<file path="config.mk">
export PLATFORM = sky130hd
export DESIGN_NAME = garbage_scheduler
export DESIGN_NICKNAME = d
export VERILOG_FILES = /design/src/rtl/garbage_pkg.sv /design/src/rtl/garbage_scheduler_rr_arb2.sv /design/src/rtl/garbage_scheduler.sv
export SDC_FILE = /design/constraint.sdc
export NUM_CORES = 1
export LEC_CHECK = 0
export CAP_MARGIN = 20
export CORE_MARGIN = 2
export CORE_UTILIZATION = 47
export CTS_CLUSTER_SIZE = 40
export DETAILED_ROUTE_END_ITERATION = 6
export DONT_BUFFER_PORTS = 1
export GPL_TIMING_DRIVEN = 0
export HOLD_SLACK_MARGIN = 0.1
export PLACE_DENSITY = 0.72
export SLEW_MARGIN = 20
export SYNTH_ARGS = -nofsm -noshare
export SYNTH_HDL_FRONTEND = slang
export SYNTH_SLANG_ARGS = --single-unit
</file>
<file path="constraint.sdc">
create_clock -name clk -period 5.1 [get_ports clk]
set_input_delay 0.51 -clock clk [delete_from_list [all_inputs] [get_ports clk]]
set_output_delay 0.51 -clock clk [all_outputs]
set_load 0.01 [all_outputs]
</file>
<file path="src/rtl/garbage_pkg.sv">
// Shared types, defaults and the saturating counter helper for the garbage scheduler.
package garbage_pkg;

  localparam int unsigned COLS_DEF     = 10;
  localparam int unsigned MAX_PEND_DEF = 15;
  localparam int unsigned LINES_W_DEF  = 3;
  localparam int unsigned PEND_W       = 4;
  localparam int unsigned HOLE_W       = 4;
  localparam int unsigned RND_W        = 5;
  localparam int unsigned SUM_W        = 10;

  typedef enum logic [1:0] {
    IDLE = 2'd0,
    PICK = 2'd1,
    EMIT = 2'd2
  } state_e;

  // cur + add - dec clipped to ceil; callers guarantee dec is only set when cur != 0
  function automatic logic [PEND_W-1:0] sat_add(input logic [PEND_W-1:0] cur,
                                                input logic [7:0]        add,
                                                input logic              dec,
                                                input logic [PEND_W-1:0] ceil);
    logic [SUM_W-1:0] sum;
    sum = SUM_W'(cur) + SUM_W'(add) - SUM_W'(dec);
    if (sum > SUM_W'(ceil)) begin
      return ceil;
    end
    return sum[PEND_W-1:0];
  endfunction

endpackage

</file>
<file path="src/rtl/garbage_scheduler_rr_arb2.sv">
// Two-way round-robin arbiter; the pointer flips to the other requester after every grant.
module rr_arb2 (
  input  logic       clk,
  input  logic       rst_n,
  input  logic [1:0] req,
  input  logic       en,
  output logic [1:0] gnt
);

  logic ptr_q;
  logic ptr_d;

  always_comb begin
    gnt   = 2'b00;
    ptr_d = ptr_q;
    if (en) begin
      if (req == 2'b11) begin
        gnt = ptr_q ? 2'b10 : 2'b01;
      end else begin
        gnt = req;
      end
      if (gnt[0]) begin
        ptr_d = 1'b1;
      end else if (gnt[1]) begin
        ptr_d = 1'b0;
      end
    end
  end

  always_ff @(posedge clk) begin
    if (!rst_n) begin
      ptr_q <= 1'b0;
    end else begin
      ptr_q <= ptr_d;
    end
  end

endmodule

</file>
<file path="src/rtl/garbage_scheduler.sv">
// Accumulates garbage-line attacks from two players and hands rows with a random hole to the board.
module garbage_scheduler
  import garbage_pkg::*;
#(
  parameter int unsigned COLS     = COLS_DEF,
  parameter int unsigned MAX_PEND = MAX_PEND_DEF,
  parameter int unsigned LINES_W  = LINES_W_DEF
) (
  input  logic                   clk,
  input  logic                   rst_n,
  input  logic [RND_W-1:0]       rnd,
  input  logic [1:0]             atk_valid,
  input  logic [2*LINES_W-1:0]   atk_lines,
  output logic [1:0]             atk_ready,
  input  logic                   clr,
  input  logic                   insert_en,
  output logic                   row_valid,
  output logic [HOLE_W-1:0]      row_hole,
  input  logic                   row_ready,
  output logic [PEND_W-1:0]      pending,
  output logic                   busy
);

  state_e              state_q, state_d;
  logic [PEND_W-1:0]   pending_q, pending_d;
  logic                row_valid_q, row_valid_d;
  logic [HOLE_W-1:0]   row_hole_q, row_hole_d;
  logic                busy_q, busy_d;
  logic [1:0]          gnt;
  logic [LINES_W-1:0]  acc_lines;
  logic                hs;
  logic                dec;

  // Grants are suppressed in reset and while flushing
  rr_arb2 u_arb (
    .clk   (clk),
    .rst_n (rst_n),
    .req   (atk_valid),
    .en    (rst_n & ~clr),
    .gnt   (gnt)
  );

  assign atk_ready = gnt;

  always_comb begin
    acc_lines = '0;
    if (gnt[0]) begin
      acc_lines = atk_lines[LINES_W-1:0];
    end else if (gnt[1]) begin
      acc_lines = atk_lines[2*LINES_W-1:LINES_W];
    end
    hs        = row_valid_q & row_ready;
    dec       = hs & (pending_q != '0);
    pending_d = clr ? '0 : sat_add(pending_q, 8'(acc_lines), dec, PEND_W'(MAX_PEND));
  end

  // Row FSM: PICK rejects out-of-range PRNG values, EMIT holds the row until the board takes it
  always_comb begin
    state_d     = state_q;
    row_valid_d = row_valid_q;
    row_hole_d  = row_hole_q;
    unique case (state_q)
      IDLE: begin
        if (pending_q != '0 && insert_en && !clr) begin
          state_d = PICK;
        end
      end
      PICK: begin
        if (!insert_en || clr) begin
          state_d = IDLE;
        end else if (rnd < RND_W'(COLS)) begin
          row_hole_d  = rnd[HOLE_W-1:0];
          row_valid_d = 1'b1;
          state_d     = EMIT;
        end
      end
      EMIT: begin
        if (hs) begin
          row_valid_d = 1'b0;
          state_d     = (pending_d != '0 && insert_en && !clr) ? PICK : IDLE;
        end
      end
      default: begin
        state_d     = IDLE;
        row_valid_d = 1'b0;
      end
    endcase
    busy_d = (state_d != IDLE);
  end

  always_ff @(posedge clk) begin
    if (!rst_n) begin
      state_q     <= IDLE;
      pending_q   <= '0;
      row_valid_q <= 1'b0;
      row_hole_q  <= '0;
      busy_q      <= 1'b0;
    end else begin
      state_q     <= state_d;
      pending_q   <= pending_d;
      row_valid_q <= row_valid_d;
      row_hole_q  <= row_hole_d;
      busy_q      <= busy_d;
    end
  end

  assign row_valid = row_valid_q;
  assign row_hole  = row_hole_q;
  assign pending   = pending_q;
  assign busy      = busy_q;

endmodule

</file>
After elaboration in Yosys (flattened, before gate mapping)
Cells that the tools add are included.
- bits in registers: 13
- input bits: 18
- output and inout bits: 12
- word-level logic and storage cells: 59
- $add $sub $neg: 2
- $lt $le $gt $ge: 2
- equality and inequality tests: 6
- mux-type cells: 22
- bitwise operators: 6
- reductions and logical operators: 15
- operators with widths (cell ; count):
    $mux W2 ; 8
    $mux W4 ; 3
    $gt A10 B4 Y1 const B ; 1
    $reduce_bool A4 Y1 ; 2
    $mux W1 ; 7
    $mux W3 ; 2
    $ne A2 B2 Y1 const B ; 3
    $pmux W2 S3 ; 1
    $sub A5 B1 Y6 ; 1
    $add A4 B3 Y5 ; 1
    $lt A5 B4 Y1 const B ; 1
    $eq A2 B2 Y1 const B ; 2
    $logic_and A1 B1 Y1 ; 4
    $reduce_and A4 Y1 ; 1
    $reduce_bool A2 Y1 ; 2
    $and A1 B1 Y1 ; 3
    $not A1 Y1 ; 3
    $pmux W1 S3 ; 1
    $reduce_and A3 Y1 ; 1
    $eq A2 B1 Y1 const B ; 1
    $logic_not A1 Y1 ; 2
    $logic_not A2 Y1 ; 1
    $reduce_and A2 Y1 ; 1
    $logic_or A1 B1 Y1 ; 1

Longest topological paths before layout
Gate-level depths: netlist of the first run.
- depth after elaboration: 19
- mapped depth: 14
- depth with buffers taken out: 14

By module
Synthesis of the first run repeated with hierarchy kept, for this count alone.
- cells, all modules: 97
- area total of the unflattened synthesis: 812.0 µm²
- modules (own cells, without submodules) (module ; instances ; cells each ; area each (µm²) ; seq. area each (µm²)):
    garbage_scheduler ; 1 ; 88 ; 753.2 ; 240.2
    rr_arb2 ; 1 ; 9 ; 58.8 ; 20.0

Least setup slack after synthesis of the first run
OpenSTA, ideal clock, no wires.
- path kind: input port to flip-flop
- from: in clr
- to: reg busy_q, in the netlist busy
- setup time: 132 ps
- data arrival time: 2740 ps
- data required time: 4968 ps
- slack: 2228 ps
- stages: 13
- buffers on the path: 0
- cells stage by stage: nand2b_1 -> nor2_1 -> a22oi_1 -> ha_1 -> inv_1 -> ha_1 -> inv_1 -> fa_1 -> nand2b_1 -> a21oi_2 -> xnor2_1 -> o31ai_2 -> o211ai_1
- cells in the longest elaborated chain, start to end: 18
- elaborated cells on any way between the ends: 23
- classes of those cells: 2 x add/sub; 1 x order compare; 11 x mux; 2 x bitwise; 7 x reduce/logical
- RTL lines (what ; line ; text):
    from (decl) ; garbage_scheduler.sv:15 ; input logic clr,
    $not A1 Y1 * ; garbage_scheduler.sv:39 ; .en (rst_n & ~clr),
    $and A1 B1 Y1 * ; garbage_scheduler.sv:39 ;
    $mux W2 * ; garbage_scheduler_rr_arb2.sv:16 ; if (en) begin
    net atk_ready[1] ; garbage_scheduler.sv:14 ; output logic [1:0] atk_ready,
    $mux W3 * ; garbage_scheduler.sv:49 ; end else if (gnt[1]) begin
    $mux W3 * ; garbage_scheduler.sv:47 ; if (gnt[0]) begin
    $add A4 B3 Y5 * ; garbage_pkg.sv:24 ; sum = SUM_W'(cur) + SUM_W'(add) - SUM_W'(dec);
    $sub A5 B1 Y6 * ; garbage_pkg.sv:24 ;
    (+2 left out) ; n/a ;
    $mux W4 * ; garbage_pkg.sv:28 ; return sum[PEND_W-1:0];
    $mux W4 * ; garbage_scheduler.sv:54 ; pending_d = clr ? '0 : sat_add(pending_q, 8'(acc_lines), dec, PEND_W'(MAX_PEND));
    $reduce_bool A4 Y1 * ; garbage_scheduler.sv:80 ; state_d = (pending_d != '0 && insert_en && !clr) ? PICK : IDLE;
    $logic_and A1 B1 Y1 * (2 in series) ; garbage_scheduler.sv:80 ;
    $mux W1 * ; garbage_scheduler.sv:80 ;
    $mux W2 * ; garbage_scheduler.sv:78 ; if (hs) begin
    $pmux W2 S3 * ; garbage_scheduler.sv:62 ; unique case (state_q)
    $reduce_bool A2 Y1 * ; garbage_scheduler.sv:88 ; busy_d = (state_d != IDLE);
    to (signal assigned) ; garbage_scheduler.sv:103 ; busy_q <= busy_d;
    to (decl) ; garbage_scheduler.sv:28 ; logic busy_q, busy_d;
Mark *: on every way through the listed nets, which the timed path passes. The rest lies on a longest branch.
A chain may end at the register's enable or synchronous reset.

Final worst setup path of the first run
Ends and elaborated chain as after synthesis.

==> results of run 1 <==
-- sequential cells by signal, summed over array words and instances (netlist names) --
| name | count |
|---|---|
| pending | 4 |
| row_hole | 4 |
| state_q | 2 |
| busy | 1 |
| row_valid | 1 |
| u_arb.ptr_q | 1 |
-- Yosys cell counts, types with 2 or more instances --
| master | number | share of area [%] |
|---|---|---|
| a22oi_1 | 3 | 2.7 |
| o21ai_0 | 2 | 1.2 |
| mux2i_1 | 4 | 4.9 |
| nor2_1 | 12 | 5.5 |
| dfxtp_1 | 13 | 32 |
| a21o_1 | 2 | 1.8 |
| ha_1 | 9 | 14 |
| o21ai_1 | 2 | 1.2 |
| a21oi_1 | 5 | 3.1 |
| nor3b_1 | 2 | 1.8 |
| nand2b_1 | 3 | 2.3 |
| inv_1 | 16 | 7.3 |
| nand2_1 | 7 | 3.2 |
| nand3_1 | 3 | 1.8 |
-- through the flow --
stage          power, W  setup slack (ns)  hold WS (ns)
3_3_place_gp   0.000245              1.99         0.494
5_1_grt        0.000336              2.02         0.361
4_1_cts        0.000311              2.23         0.352
3_5_place_dp   0.000250              1.94         0.510
2_1_floorplan  0.000226              2.23         0.477
6_report       0.000311              2.23         0.367
-- power groups by stage --
stage,clock (W),combinational (W),sequential [W]
3_5_place_dp,0,0.000126,0.000125
5_1_grt,0.0000671,0.000146,0.000123
6_report,0.0000606,0.000128,0.000122
4_1_cts,0.0000630,0.000126,0.000122
2_1_floorplan,0,0.000105,0.000121
3_3_place_gp,0,0.000121,0.000124
-- critical path: stages --
cell and delay (ns):
nand2b_1 0.19, nor2_1 0.33, a22oi_1 0.16, ha_1 0.31
inv_1 0.06, ha_1 0.15, inv_1 0.05, fa_1 0.40
nand2b_1 0.17, a21oi_2 0.13, xnor2_1 0.12, o31ai_2 0.29
o211ai_1 0.12
-- worst max path at each step --
stage / startpoint / endpoint / slack [ns] / depth (start not counted)
after floorplan: clr / busy$_SDFF_PN0_ / 2.23 / 13
after global placement: clr / busy$_SDFF_PN0_ / 1.99 / 13
after detailed placement: clr / busy$_SDFF_PN0_ / 1.94 / 13
after CTS: clr / busy$_SDFF_PN0_ / 2.23 / 13
after global routing: u_arb.ptr_q$_SDFFE_PN0P_ / busy$_SDFF_PN0_ / 2.02 / 13
final: clr / busy$_SDFF_PN0_ / 2.23 / 13
-- layout make-up --
class | instances | area [sq um] | share of cell area (%)
inverter | 16 | 60.1 | 6.93
clock buffer | 4 | 26.3 | 3.03
sequential | 13 | 260 | 30.0
tap | 17 | 21.3 | 2.45
multi-input combinational | 70 | 499 | 57.6
-- cells by family after synthesis --
| group | count (synthesis) | synth area share (%) |
|---|---|---|
| simple gates | 32 | 19.1 |
| compound gates | 22 | 18.6 |
| buf+inv | 16 | 7.33 |
| flops | 13 | 31.8 |
| fa+ha+maj | 10 | 16.2 |
| mux | 4 | 4.89 |
| xor+xnor | 2 | 2.14 |
-- metal layers --
metal / global-route usage [%] / routed length (microns) / vias to the layer above
li1: - / - / 348
met5: 0 / 0 / -
met1: 21.6 / 758 / 326
met2: 28.5 / 717 / 34
met3: 9.52 / 169 / 4
met4: 6.29 / 25 / 0
==> results by group, run 1 <==
Run status
  • Status: completed

STA
  • Tcrit/Tclk final: 56.2%
  • Setup tns final: 0 ns
  • Clock Skews: 0.000996 ns
  • Final setup vio count: 0
  • Worst Tran Pin Value: 0.451 ns
  • Maximum clock frequency: 349 MHz
  • Final min period: 2.87 ns
  • Worst rel slew slack: 69.5%
  • Final hold violation count: 0
  • RSZ-0062 raised after global routing: false
  • Max Transition Viols Final: 0

Die
  • I/O pin count: 30
  • Die area: 0.00209 sq mm
  • # rows: 15
  • Die Wd: 45.8 microns
  • Die height: 45.8 microns
  • Initial core utilization: 48.5%
  • CORE AREA: 0.00169 sq mm

CTS
  • Worst skew pair latency: 0.27 ns
  • # H-tree levels: 1
  • Worst-path clk slew: 0.07 ns
  • # resized after CTS: 0
  • Clk sinks: 13
  • Clock buffer depth: 2
  • Number of CTS-inserted buffers: 3
  • Cts hold-fix bufs: 0
  • CTS tree: done
  • Root buf cell: clkbuf_4
  • Postcts setup bufs: 0

Drt
  • Iteration count of the initial detailed-routing pass: 4
  • Via density: 5.93
  • Post-DR wirelength/cell: 13.9 microns
  • DR vias: 712
  • DRT iter0 DRCs: 19
  • Final wirelength: 1.67 mm
  • DR DRC count: 0
  • Routed Antenna Nets: 0

Hold path
  • Hold Path Sink: state_q[1]$_SDFF_PN0_
  • Worst hold start: rst_n
  • Worst hold path type: in -> reg
  • Hold Path Stages: 2

Critical path
  • RR Endpoint: busy$_SDFF_PN0_
  • Crit-path max FO: 5
  • CP Launch Type: input port
  • R2R Path Start: u_arb.ptr_q$_SDFFE_PN0P_
  • Crit Path Class: in -> reg
  • CP arrival: 3.01 ns
  • Critical path capture point type: register
  • CP required: 5.25 ns
  • Reg2reg path depth: 13
  • Worst R2R Setup Slack: 2.25 ns

Finish
  • Final core occ: 51.3%
  • Finished Layout Cells: 120
  • Share of cells above drive strength 1: 4.85%
  • Commonest non-fill, non-tap cell in the layout: inv_1
  • Fillcell total: 171
  • Area grow syn2layout: 5.80%
  • Nets@finish: 132
  • N_diodes: 0
  • Most frequent cells in the layout: inv_1 (16), dfxtp_1 (13), nor2_1 (12)
  • Fin area: 867 sq um

Power and ir drop
  • Reg power frac: 39.4%
  • Sw Pwr: 0.000117 W
  • Power Density: 359 mW/mm^2
  • Total internal power: 0.000194 W
  • Clock power share: 19.5%
  • VDD IR max: 0.174 mV
  • Combinational share of power: 41.2%
  • Switching Fraction: 37.7%
  • Leakage: 0.417 nW

Placed design
  • Placed wire-length estimate: 1.40 mm
  • Cell count after placement: 116
  • Port Buf Inserts: 0
  • Placement Cell Area: 841 sq um
  • RePlAce Congestion: 0.879

Synthesis
  • Post-synth EDFFs: 0
  • Cells after synthesis: 99
  • Sequential-to-total area share from yosys stat: 31.8%
  • Post-synth cell types: 30
  • Synthesized area: 820 sq um
  • Async S/R FF share, synth: 0%
  • #FFs+latches synth: 13
  • Avg Synthesized Cell Area: 8.28 sq um
  • Syn_nets: 127
  • Top_reg_cell synth: dfxtp_1
  • Synthesis Warnings: 0

Global routing
  • Initial antenna violation count: 0
  • Vias in the first global route: 659
  • Gr ovfl total: 0
  • Largest net degree at the start of global routing: 8
  • Total Routing Usage GR: 18.3%
  • First-pass GRT wire length: 2.69 mm

Run
  • Max Cap Viol: 0
Power figures use the tool's default switching activity.
==> run 2, diff against run 1 <==
clock period = 3 ns   (was 5.1 ns; I/O delays follow)
==> run 2 against run 1 <==
  * First-iteration DRC count did not move
  * Flip-flop and latch count did not move
  * Routed wire length barely moved
  * Sequential power rose by 70%
  * Utilization rose by 0.44 points
  * Die area did not move
  * Critical path type is now reg -> reg
  * Highest routed layer unchanged
==> results by group, run 2 (same netlist as run 1, synthesis figures left out) <==
Run status
  • Status: completed (unchanged)

Die
  • Die Wd: 45.8 microns (unchanged)
  • Die height: 45.8 microns (unchanged)
  • I/O pin count: 30 (unchanged)
  • Die area: 0.00209 sq mm (unchanged)
  • CORE AREA: 0.00169 sq mm (unchanged)
  • Initial core utilization: 48.5% (unchanged)
  • # rows: 15 (unchanged)

Hold path
  • Worst hold path type: in -> reg (unchanged)
  • Worst hold start: rst_n (unchanged)
  • Hold Path Stages: 2 (unchanged)
  • Hold Path Sink: state_q[1]$_SDFF_PN0_ (unchanged)

Critical path
  • Crit-path max FO: 3 (was 5)
  • Reg2reg path depth: 12 (was 13)
  • CP arrival: 3.00 ns (was 3.01 ns)
  • Chain of cells forming the critical path: nor4_1, nor2_1, ha_1, inv_1, ha_1, inv_1, fa_1, nand2b_1, a21oi_2, xnor2_1, o31ai_2, o211ai_1 (was nand2b_1, nor2_1, a22oi_1, ha_1, inv_1, ha_1, inv_1, fa_1, nand2b_1, a21oi_2, xnor2_1, o31ai_2, o211ai_1)
  • R2R Path Start: pending[2]$_SDFF_PN0_ (was u_arb.ptr_q$_SDFFE_PN0P_)
  • CP peak stage delay: 0.43 ns (was 0.40 ns)
  • CP Launch Type: register (was input port)
  • Critical path capture point type: register (unchanged)
  • Critical Path Slowest Stage Cell: nor4_1 (was fa_1)
  • Worst R2R Setup Slack: 0.15 ns (was 2.25 ns)
  • CP required: 3.15 ns (was 5.25 ns)
  • RR Endpoint: busy$_SDFF_PN0_ (unchanged)
  • Crit Path Class: reg -> reg (was in -> reg)

CTS
  • Number of CTS-inserted buffers: 3 (unchanged)
  • CTS tree: done (unchanged)
  • # H-tree levels: 1 (unchanged)
  • Root buf cell: clkbuf_4 (unchanged)
  • Postcts setup bufs: 0 (unchanged)
  • Clk sinks: 13 (unchanged)
  • Worst skew pair latency: 0.27 ns (about the same)
  • Clock buffer depth: 2 (unchanged)
  • # resized after CTS: 0 (unchanged)
  • Worst-path clk slew: 0.07 ns (about the same)
  • Cts hold-fix bufs: 0 (unchanged)

Global routing
  • Largest net degree at the start of global routing: 8 (unchanged)
  • Gr ovfl total: 0 (unchanged)
  • First-pass GRT wire length: 2.69 mm (unchanged)
  • Total Routing Usage GR: 18.3% (unchanged)
  • Initial antenna violation count: 0 (unchanged)
  • Vias in the first global route: 659 (unchanged)

Power and ir drop
  • Clock power share: 19.4% (was 19.5%)
  • Power Density: 606 mW/mm^2 (was 359 mW/mm^2)
  • Switching Fraction: 37.8% (was 37.7%)
  • VDD IR max: 0.300 mV (was 0.174 mV)
  • Total internal power: 0.000330 W (was 0.000194 W)
  • Reg power frac: 39.2% (was 39.4%)
  • Sw Pwr: 0.000201 W (was 0.000117 W)
  • Combinational share of power: 41.3% (was 41.2%)
  • Leakage: 0.417 nW (about the same)

Drt
  • Routed Antenna Nets: 0 (unchanged)
  • Via density: 5.92 (was 5.93)
  • DR vias: 710 (was 712)
  • DRT iter0 DRCs: 19 (unchanged)
  • DR DRC count: 0 (unchanged)
  • Post-DR wirelength/cell: 13.9 microns (about the same)
  • Iteration count of the initial detailed-routing pass: 4 (unchanged)
  • Final wirelength: 1.67 mm (about the same)

STA
  • Tcrit/Tclk final: 95.1%
  • Setup tns final: 0 ns (unchanged)
  • RSZ-0062 raised after global routing: false (unchanged)
  • Final hold violation count: 0 (unchanged)
  • Final WS setup: 0.147 ns (was 2.23 ns)
  • Maximum clock frequency: 351 MHz
  • Worst hold slack: 0.157 ns (was 0.367 ns)
  • Clock Skews: 0.00101 ns (was 0.000996 ns)
  • Max Transition Viols Final: 0 (unchanged)
  • Worst rel slew slack: 69.5% (about the same)
  • Worst Tran Pin Value: 0.451 ns (about the same)
  • Final min period: 2.85 ns
  • Final setup vio count: 0 (unchanged)

Placed design
  • Placement Cell Area: 841 sq um (unchanged)
  • Post-Place Worst Slack: 0.0499 ns (was 1.94 ns)
  • RePlAce Congestion: 0.879 (unchanged)
  • Port Buf Inserts: 0 (unchanged)
  • Placed wire-length estimate: 1.40 mm (unchanged)

Finish
  • Nets@finish: 132 (unchanged)
  • Share of cells above drive strength 1: 6.80% (was 4.85%)
  • Fin area: 875 sq um (was 867 sq um)
  • Most frequent cells in the layout: inv_1 (16), dfxtp_1 (13), nor2_1 (11) (was inv_1 (16), dfxtp_1 (13), nor2_1 (12))
  • Area grow syn2layout: 6.72% (was 5.80%)
  • Final core occ: 51.8% (was 51.3%)
  • Commonest non-fill, non-tap cell in the layout: inv_1 (unchanged)
  • N_diodes: 0 (unchanged)

Run
  • Max Cap Viol: 0 (unchanged)
-- run 2: cell counts in the layout (fill, tap and decap cells not counted) --
Identical to the previous run, type by type.
-- run 2: power groups by stage --
stage	sequential [W]	combinational [W]	clock (W)
after detailed placement	0.000212	0.000214	0
after floorplan	0.000207	0.000178	0
final	0.000208	0.000219	0.000103
after global routing	0.000210	0.000249	0.000114
after CTS	0.000208	0.000215	0.000107
after global placement	0.000212	0.000205	0
-- run 2: worst max-delay path: cells and delay by family (launching register included) --
family	cells	cell delay, ns
and+or+nand+nor	3	0.71
adders and majority gates	3	0.86
buffers and inverters	2	0.11
DFF	1	0.37
xor gates and xnor gates	1	0.12
AOI/OAI and AO/OA	3	0.54
-- run 2: layer usage --
| metal | vias up | wire [microns] | GRT usage [%] |
|---|---|---|---|
| met5 | - | 0 | 0 |
| met4 | 0 | 25 | 6.29 |
| met3 | 4 | 170 | 9.52 |
| met2 | 34 | 716 | 28.5 |
| met1 | 324 | 758 | 21.6 |
| li1 | 348 | - | - |
-- run 2: cell type report --
cell class	count	area, sq um
Inverter	16	60.1
Tap cell	17	21.3
Clock buffer	4	26.3
Fill cell	170	815
Multi-Input combinational cell	70	507
Sequential cell	13	260
-- run 2: metrics by stage --
step	instances	total power (W)
after detailed placement	116	0.000426
after floorplan	99	0.000385
final	120	0.000530
after CTS	120	0.000530
after global placement	116	0.000417
after global routing	120	0.000573
-- run 2: worst max path at each step --
| stage | start | endpoint | slack (ns) |
|---|---|---|---|
| detailed placement | clr | busy$_SDFF_PN0_ | 0.05 |
| global route | u_arb.ptr_q$_SDFFE_PN0P_ | busy$_SDFF_PN0_ | 0.006 |
| finish | pending[2]$_SDFF_PN0_ | busy$_SDFF_PN0_ | 0.15 |
| global placement | clr | busy$_SDFF_PN0_ | 0.1 |
| CTS | pending[2]$_SDFF_PN0_ | busy$_SDFF_PN0_ | 0.14 |
| floorplan | clr | busy$_SDFF_PN0_ | 0.34 |
==> run 3, diff against run 2 <==
TNS_END_PERCENT = 30   (was default)
==> results of run 3 <==
The final DEF is identical to that of run 2; final timing and power are the same.
